==> config.mk <==
export PLATFORM = sky130hd
export DESIGN_NAME = stage_if_flat
export DESIGN_NICKNAME = d
export VERILOG_FILES = /design/src/rtl/stage_if_pkg.sv /design/src/rtl/stage_if_if.sv /design/src/rtl/stage_if_fetch_skid_buf.sv /design/src/rtl/stage_if.sv /design/src/flat_wrapper.sv
export SDC_FILE = /design/constraint.sdc
export NUM_CORES = 1
export LEC_CHECK = 0
export ABC_AREA = 1
export BUFFER_PORTS_ARGS = -buffer_cell sky130_fd_sc_hd__buf_4
export CAP_MARGIN = 15
export CELL_PAD_IN_SITES_DETAIL_PLACEMENT = 0
export CELL_PAD_IN_SITES_GLOBAL_PLACEMENT = 1
export CORE_ASPECT_RATIO = 1.5
export CORE_MARGIN = 2
export CORE_UTILIZATION = 40
export DETAILED_ROUTE_END_ITERATION = 6
export PLACE_DENSITY_LB_ADDON = 0.1
export SLEW_MARGIN = 20
export SYNTH_ARGS = -nofsm -noshare
export SYNTH_HDL_FRONTEND = slang
export SYNTH_SLANG_ARGS = --single-unit
==> constraint.sdc <==
create_clock -name clk -period 1.95 [get_ports clk]
set_input_delay 0.4875 -clock clk [delete_from_list [all_inputs] [get_ports clk]]
set_output_delay 0.4875 -clock clk [all_outputs]
set_load 0.02 [all_outputs]
==> src/rtl/stage_if_pkg.sv <==
// Shared fetch-stage definitions: bus widths, fetch FSM encoding, default reset PC.
// Latency: n/a (types, constants and pure helper functions only).
// Backpressure: n/a.
package stage_if_pkg;

    localparam int INST_ADDR_W = 32;
    localparam int INST_W      = 32;

    typedef logic [INST_ADDR_W-1:0] inst_addr_t;
    typedef logic [INST_W-1:0]      inst_t;

    localparam inst_addr_t RESET_PC_DEF = 32'h0000_0000;

    // FS_HALT is only reachable when the misaligned-target trap is built in.
    typedef enum logic [1:0] {
        FS_IDLE = 2'd0,
        FS_REQ  = 2'd1,
        FS_DROP = 2'd2,
        FS_HALT = 2'd3
    } fetch_state_e;

    // One fetched instruction together with the address it came from.
    typedef struct packed {
        inst_addr_t pc;
        inst_t      inst;
    } fetch_pkt_t;

    // Sequential fetch step; wraps modulo 2^32 by construction.
    function automatic inst_addr_t pc_next(input inst_addr_t pc);
        return pc + 32'd4;
    endfunction

    // Forces a redirect target onto a word boundary.
    function automatic inst_addr_t align_word(input inst_addr_t a);
        return a & 32'hFFFF_FFFC;
    endfunction

endpackage

==> src/rtl/stage_if_if.sv <==
// Bundles the fetch stage's memory read port and its IF/ID / decode-feedback signals.
// Latency: n/a (wires only).
// Backpressure: mem_req held until mem_ack; decode holds off the IF/ID register with id_stall.
//
// Modports:
//   master - the fetch stage (drives mem_req/mem_addr, id_valid/id_pc/id_inst, fetch_misalign)
//   slave  - the environment: instruction memory plus decode stage
interface stage_if_if;
    import stage_if_pkg::*;

    // memory read port
    logic       mem_req;
    inst_addr_t mem_addr;
    logic       mem_ack;
    inst_t      mem_rdata;

    // IF/ID register towards decode
    logic       id_valid;
    inst_addr_t id_pc;
    inst_t      id_inst;

    // decode feedback
    logic       id_stall;
    logic       id_br;
    inst_addr_t id_br_addr;

    // sticky misaligned-redirect flag
    logic       fetch_misalign;

    modport master (
        output mem_req, mem_addr,
        input  mem_ack, mem_rdata,
        output id_valid, id_pc, id_inst,
        input  id_stall, id_br, id_br_addr,
        output fetch_misalign
    );

    modport slave (
        input  mem_req, mem_addr,
        output mem_ack, mem_rdata,
        input  id_valid, id_pc, id_inst,
        output id_stall, id_br, id_br_addr,
        input  fetch_misalign
    );

endinterface

==> src/rtl/stage_if_fetch_skid_buf.sv <==
// One-entry {pc, inst} holding register that catches a fetch landing while decode is stalled.
// Latency: load visible on vld/dat one cycle after the load edge.
// Backpressure: none internally; the owner never loads while full unless it also unloads.
//
// Ports:
//   clk, rst          clock, asynchronous active-low reset
//   load, load_dat    capture a packet (wins over unload in the same cycle)
//   unload            entry is being moved out this cycle
//   flush             discard the entry (wins over everything)
//   vld, dat          current occupancy and contents
module fetch_skid_buf
    import stage_if_pkg::*;
(
    input  logic       clk,
    input  logic       rst,
    input  logic       load,
    input  fetch_pkt_t load_dat,
    input  logic       unload,
    input  logic       flush,
    output logic       vld,
    output fetch_pkt_t dat
);

    always_ff @(posedge clk or negedge rst) begin
        if (!rst) begin
            vld <= 1'b0;
            dat <= '0;
        end else begin
            if (flush)
                vld <= 1'b0;
            else if (load)
                vld <= 1'b1;      // load+unload together: old entry leaves, new one stays
            else if (unload)
                vld <= 1'b0;

            if (load && !flush)
                dat <= load_dat;
        end
    end

endmodule

==> src/rtl/stage_if.sv <==
// Instruction-fetch stage: owns fetch PC, one-outstanding memory reads, IF/ID register with skid.
// Latency: ack in cycle t -> id_valid in t+1; zero-wait memory sustains one instruction per cycle.
// Backpressure: id_stall holds IF/ID; one landing fetch parks in the skid, then requests pause.
//
// Ports:
//   clk, rst   clock (rising edge), asynchronous active-low reset
//   bus        stage_if_if.master: mem_req/mem_addr/mem_ack/mem_rdata read port,
//              id_valid/id_pc/id_inst IF/ID register, id_stall/id_br/id_br_addr from decode,
//              fetch_misalign sticky flag
// Parameter RESET_PC: first fetch address after reset.
// Build option FETCH_MISALIGN_TRAP_EN: a redirect to a non-word-aligned target sets the sticky
// fetch_misalign flag and parks the fetcher in HALT. Without it, targets are forced to word
// alignment and fetch_misalign is tied low.
module stage_if
    import stage_if_pkg::*;
#(
    parameter inst_addr_t RESET_PC = RESET_PC_DEF
)(
    input  logic        clk,
    input  logic        rst,
    stage_if_if.master  bus
);

    fetch_state_e state_q, state_d;
    inst_addr_t   fetch_pc_q, fetch_pc_d;
    inst_addr_t   drop_addr_q, drop_addr_d;

    logic         id_vld_q;
    fetch_pkt_t   id_q;

    logic         skid_vld;
    fetch_pkt_t   skid_dat;

    logic         consume;
    logic         redirect;
    inst_addr_t   br_target;
    logic         deliver;
    logic         to_id;
    logic         to_skid;
    logic         skid_unload;
    logic         skid_occ_nxt;
    fetch_pkt_t   fetch_pkt;

    // ------------------------------------------------------------------
    // Decode-side handshake. A branch is only honoured when decode really
    // takes the instruction, so id_br during a stall waits for the stall
    // to clear.
    // ------------------------------------------------------------------
    assign consume  = id_vld_q && !bus.id_stall;
    assign redirect = consume && bus.id_br;

`ifdef FETCH_MISALIGN_TRAP_EN
    logic misalign_q, misalign_d;
    logic br_misalign;

    assign br_misalign = redirect && (bus.id_br_addr[1:0] != 2'b00);
    assign br_target   = bus.id_br_addr;
`else
    assign br_target   = align_word(bus.id_br_addr);
`endif

    // ------------------------------------------------------------------
    // Delivery routing. Only a REQ-state ack carries a live word; DROP acks
    // and acks coinciding with a redirect are wrong-path and thrown away.
    // The skid is only used when IF/ID stays occupied or the skid already
    // holds an older word that must leave first.
    // ------------------------------------------------------------------
    assign deliver     = (state_q == FS_REQ) && bus.mem_ack && !redirect;
    assign to_id       = deliver && (!id_vld_q || consume) && !skid_vld;
    assign to_skid     = deliver && !to_id;
    assign skid_unload = consume && skid_vld;
    assign fetch_pkt   = '{pc: fetch_pc_q, inst: bus.mem_rdata};

    // Skid occupancy after this edge; decides whether REQ must pause.
    assign skid_occ_nxt = !redirect && (to_skid || (skid_vld && !consume));

    fetch_skid_buf u_skid (
        .clk      (clk),
        .rst      (rst),
        .load     (to_skid),
        .load_dat (fetch_pkt),
        .unload   (skid_unload),
        .flush    (redirect),
        .vld      (skid_vld),
        .dat      (skid_dat)
    );

    // ------------------------------------------------------------------
    // Fetch FSM
    // ------------------------------------------------------------------
    always_ff @(posedge clk or negedge rst) begin
        if (!rst) begin
            state_q     <= FS_IDLE;
            fetch_pc_q  <= RESET_PC;
            drop_addr_q <= RESET_PC;
        end else begin
            state_q     <= state_d;
            fetch_pc_q  <= fetch_pc_d;
            drop_addr_q <= drop_addr_d;
        end
    end

    always_comb begin
        state_d     = state_q;
        fetch_pc_d  = fetch_pc_q;
        drop_addr_d = drop_addr_q;

        case (state_q)
            FS_IDLE: begin
                if (redirect) begin
                    fetch_pc_d = br_target;
                    state_d    = FS_REQ;
                end else if (!skid_vld) begin
                    state_d    = FS_REQ;
                end
            end

            FS_REQ: begin
                if (redirect) begin
                    fetch_pc_d = br_target;
                    if (!bus.mem_ack) begin
                        // the squashed read is still outstanding; keep presenting
                        // its address until the memory completes it
                        drop_addr_d = fetch_pc_q;
                        state_d     = FS_DROP;
                    end
                end else if (bus.mem_ack) begin
                    fetch_pc_d = pc_next(fetch_pc_q);
                    state_d    = skid_occ_nxt ? FS_IDLE : FS_REQ;
                end
            end

            FS_DROP: begin
                if (redirect)
                    fetch_pc_d = br_target;
                if (bus.mem_ack)
                    state_d = FS_REQ;
            end

            FS_HALT: begin
                state_d = FS_HALT;
            end

            default: begin
                state_d = FS_IDLE;
            end
        endcase

`ifdef FETCH_MISALIGN_TRAP_EN
        // Once the flag is up, any path that would start a new fetch parks
        // instead; a pending DROP still completes its read first.
        if (misalign_d && (state_d == FS_REQ))
            state_d = FS_HALT;
`endif
    end

`ifdef FETCH_MISALIGN_TRAP_EN
    always_comb begin
        misalign_d = misalign_q;
        if (br_misalign)
            misalign_d = 1'b1;
    end

    always_ff @(posedge clk or negedge rst) begin
        if (!rst)
            misalign_q <= 1'b0;
        else
            misalign_q <= misalign_d;
    end

    assign bus.fetch_misalign = misalign_q;
`else
    assign bus.fetch_misalign = 1'b0;
`endif

    // Request outputs come straight from state so reset drops mem_req at once.
    assign bus.mem_req  = (state_q == FS_REQ) || (state_q == FS_DROP);
    assign bus.mem_addr = (state_q == FS_DROP) ? drop_addr_q : fetch_pc_q;

    // ------------------------------------------------------------------
    // IF/ID register
    // ------------------------------------------------------------------
    always_ff @(posedge clk or negedge rst) begin
        if (!rst) begin
            id_vld_q <= 1'b0;
            id_q     <= '0;
        end else if (redirect) begin
            id_vld_q <= 1'b0;
        end else if (to_id) begin
            id_vld_q <= 1'b1;
            id_q     <= fetch_pkt;
        end else if (skid_unload) begin
            id_vld_q <= 1'b1;
            id_q     <= skid_dat;
        end else if (consume) begin
            id_vld_q <= 1'b0;
        end
    end

    assign bus.id_valid = id_vld_q;
    assign bus.id_pc    = id_q.pc;
    assign bus.id_inst  = id_q.inst;

endmodule

==> src/flat_wrapper.sv <==
// flat-port wrapper written by rule: the top's interface ports become plain ports
module stage_if_flat import stage_if_pkg::*;
#(
    parameter inst_addr_t RESET_PC = RESET_PC_DEF
)
  (clk, rst, bus_mem_req, bus_mem_addr, bus_mem_ack, bus_mem_rdata, bus_id_valid, bus_id_pc, bus_id_inst, bus_id_stall, bus_id_br, bus_id_br_addr, bus_fetch_misalign);
  stage_if_if bus_i ();
  input  logic clk;
  input  logic rst;
  output wire logic [$bits(bus_i.mem_req)-1:0] bus_mem_req;
  output wire logic [$bits(bus_i.mem_addr)-1:0] bus_mem_addr;
  input wire logic [$bits(bus_i.mem_ack)-1:0] bus_mem_ack;
  input wire logic [$bits(bus_i.mem_rdata)-1:0] bus_mem_rdata;
  output wire logic [$bits(bus_i.id_valid)-1:0] bus_id_valid;
  output wire logic [$bits(bus_i.id_pc)-1:0] bus_id_pc;
  output wire logic [$bits(bus_i.id_inst)-1:0] bus_id_inst;
  input wire logic [$bits(bus_i.id_stall)-1:0] bus_id_stall;
  input wire logic [$bits(bus_i.id_br)-1:0] bus_id_br;
  input wire logic [$bits(bus_i.id_br_addr)-1:0] bus_id_br_addr;
  output wire logic [$bits(bus_i.fetch_misalign)-1:0] bus_fetch_misalign;
  assign bus_mem_req = bus_i.mem_req;
  assign bus_mem_addr = bus_i.mem_addr;
  assign bus_i.mem_ack = bus_mem_ack;
  assign bus_i.mem_rdata = bus_mem_rdata;
  assign bus_id_valid = bus_i.id_valid;
  assign bus_id_pc = bus_i.id_pc;
  assign bus_id_inst = bus_i.id_inst;
  assign bus_i.id_stall = bus_id_stall;
  assign bus_i.id_br = bus_id_br;
  assign bus_i.id_br_addr = bus_id_br_addr;
  assign bus_fetch_misalign = bus_i.fetch_misalign;
  stage_if #(.RESET_PC(RESET_PC)) u_core (.clk(clk), .rst(rst), .bus(bus_i));
endmodule
==> results.json <==
{
  "cts_buffer_depth": 2,
  "hold_violations": 0,
  "synth_cell_type_count": 26,
  "synthAdderAreaFrac": 0.008141,
  "synth_area_um2": 9221,
  "cp_slowest_stage_delay_ps": 390,
  "synth_commonest_cells": "nand2_1, dfrtp_1, o21ai_0, nor2_1, inv_1",
  "vdd_drop_max_mv": 0.5457,
  "drt-total-wl_um": 26810,
  "worst-path-max-fanout": 8,
  "diodes": 0,
  "ant_nets": 0,
  "grt_pass1_vias": 7845,
  "reg2reg_depth": 11,
  "core-area_um2": 22800,
  "clk_pin_slew_ps": 70,
  "maxSlewHeadroom": 0.6200,
  "start_kind": "register",
  "die_h_um": 190.0,
  "fin_crit_sh": 1.127,
  "synth_seq_cells": 188,
  "cpMostUsedCell": "buf_12",
  "cts_max_level": 4,
  "hp-start": "bus_id_br_addr[2]",
  "portBuffers": 160,
  "synthesis.instances": 1244,
  "viasPerCell": 4.890,
  "rows": 68,
  "fmax_mhz": 455.2,
  "regArea_um2": 4705,
  "yosysMostFrequentCell": "nand2_1",
  "yosysWarningCount": 0,
  "met2_usage": 0.3811,
  "hold_end": "u_core.fetch_pc_q[2]",
  "fin_crit_ps": 2197,
  "crit_chain": "inv_2 > ha_4 > buf_12 > buf_12 > nand2_2 > o21ai_1 > buf_4",
  "drive_gt1_frac": 0.2125,
  "antenna_found_initial": 0,
  "fin_skew_ps": 9.652,
  "crit_path_top_delay_cell": "dfrtp_1",
  "grtUsageMet3": 0.03768,
  "synth_xor_area_frac": 0.004749,
  "clockRootBuffer": "clkbuf_16",
  "synthTopCellsByArea": "dfrtp_1, nand2_1, o21ai_0, nor2_1, inv_1",
  "grt_pass1_wl_um": 41920,
  "endpoint_kind": "primary output",
  "synth_compound_area_frac": 0.1271,
  "rsz0062_at_grt": "yes",
  "setup_ws_ps": -246.9,
  "final_core_util": 0.5316,
  "firstDrtPassIters": 5,
  "met1_usage": 0.2822,
  "yosys.area_share.simple": 0.2802,
  "io_pins": 168,
  "hold_path_class": "input pin to register",
  "min_path_cells": 3,
  "cts.sinks": 188,
  "cts_buffers": 17,
  "dp.cells": 1669,
  "gp_congestion": 0.9131,
  "synth_flop_cell": "dfrtp_1",
  "multiInputGateArea_um2": 4124,
  "drtIter0Drc": 394,
  "synth-edff-count": 0,
  "dp_hpwl_um": 18880,
  "finalSetupViolCount": 30,
  "syn_area_per_cell_um2": 7.413,
  "filler_cell_count": 2322,
  "detail_route.wl_per_cell_um": 15.63,
  "synth.largest_area_cell": "dfrtp_1",
  "r2r-start": "u_core.state_q[1]",
  "worst_slew_pin_slew_ps": 567.8,
  "grt.total_usage": 0.2232,
  "area_growth_pct": 31.45,
  "drc": 0,
  "status": "finished, violations left",
  "violations": "setup timing",
  "r2r_end": "u_core.bus.id_pc[20]",
  "synth_mux_area_frac": 0,
  "r2r_slack_ps": 90,
  "busiest_layer": "met2",
  "dieArea_um2": 24310,
  "leakagePower_nw": 6.363,
  "grt_overflow": 0,
  "ys_seq_area_frac": 0.5102,
  "grt_max_degree": 74,
  "cp.required_ps": 1460,
  "drv_slew": 0,
  "drv_cap": 0,
  "p_per_area_nw_per_um2": 625.1,
  "start_util": 0.4044,
  "clkLatencyLatePin_ps": 440,
  "die_w_um": 128.0,
  "layout.nets": 1497,
  "synth_top_family_by_area": "simple AND/OR/NAND/NOR gates",
  "pre_cts_ws_ps": 81.79,
  "async_reset_ff_frac": 1.000,
  "finalNonFillerCells": 1715,
  "cp.arrival_ps": 1710,
  "path_class": "register to primary output",
  "vias": 8387,
  "synth_top_area_share": 0.5102,
  "tritoncts": "yes"
}
[cell families (layout without fill, tap and decap cells)]
group | after synthesis | after routing
compound gates | 228 | 228
buf+inv | 149 | 336
xor+xnor | 5 | 5
simple gates | 667 | 667
fa+ha+maj | 6 | 6
flops | 188 | 188
other cells | 1 | 5
[through the flow]
| step | instance area (µm²) | total power [mW] | hold slack (ps) | TNS [ps] |
|---|---|---|---|---|
| 2_1_floorplan | 9236 | 4.007 | 191.9 | 0 |
| 3_3_place_gp | 11010 | 4.217 | 451.7 | 0 |
| 3_5_place_dp | 11010 | 4.216 | 451.4 | 0 |
| 4_1_cts | 11770 | 7.658 | 280.0 | -6434 |
| 5_1_grt | 12120 | 7.832 | 320.8 | -8756 |
| 6_report | 12120 | 7.577 | 298.9 | -5474 |
[power breakdown]
| group | internal [mW] | switching (mW) | leakage, nW |
|---|---|---|---|
| Combinational | 0.107 | 0.129 | 3.55 |
| Clock | 1.91 | 1.53 | 0.276 |
| Sequential | 3.90 | 0 | 2.54 |
[worst max-delay path by stage]
stage                 startpoint               end
6_report       u_core.state_q[0]  bus_mem_addr[31]
5_1_grt        u_core.state_q[0]  bus_mem_addr[31]
4_1_cts        u_core.state_q[0]  bus_mem_addr[19]
3_5_place_dp   u_core.state_q[1]  bus_mem_addr[18]
3_3_place_gp   u_core.state_q[1]  bus_mem_addr[18]
2_1_floorplan  u_core.state_q[0]  bus_mem_addr[10]
[sequential cells by signal, summed over array words and instances, names as in the netlist]
| register | flops |
|---|---|
| u_core.u_skid.vld | 1 |
| u_core.fetch_pc_q | 30 |
| u_core.bus.id_inst | 32 |
| u_core.state_q | 2 |
| u_core.u_skid.dat | 62 |
| u_core.bus.id_pc | 30 |
| u_core.bus.id_valid | 1 |
| u_core.drop_addr_q | 30 |
[layer usage]
| metal | vias up | wire, µm |
|---|---|---|
| li1 | 4268 | - |
| met1 | 3933 | 11560 |
| met2 | 158 | 13620 |
| met3 | 28 | 891 |
| met4 | 0 | 737 |
| met5 | - | 0 |
[cell usage in the layout, fill, tap and decap left out, drive strengths merged, types with 2 or more instances in the layout]
cell / instances
xor2: 5
dfrtp: 188
ha: 6
o22ai: 6
clkinvlp: 3
inv: 81
buf: 220
conb: 5
nand2: 495
nand3: 39
o21ai: 178
bufinv: 2
clkbuf: 23
a22oi: 3
nor2: 128
nand4: 3
clkinv: 6
a21oi: 39
[final cells by class]
class,instances,share of cell area
flip-flops and latches,188,0.3881
inverters,80,0.02539
multi-input cells,911,0.3402
clock inverters,12,0.01001
repair buffers,224,0.1705
clock buffers,20,0.03685
well taps,280,0.02890
[repair_timing]
item	in CTS	in global routing
endpoints found under the setup margin	30	171
pin swaps	2	4
cloned	2	2
endpoints found under the hold margin	31	0
gates resized for setup	48	77
hold buffers	1	0
buffers inserted	4	6
[critical path: cells and delay by family, from the launching register on]
| kind | cells | cell delay, ps |
|---|---|---|
| buffers and inverters | 4 | 540 |
| AND/OR/NAND/NOR | 1 | 40 |
| flip-flops | 1 | 390 |
| adder cells (fa/ha/maj) | 1 | 220 |
| AO/OA/AOI/OAI | 1 | 80 |
No activity file was read; power rests on OpenSTA's default activity.
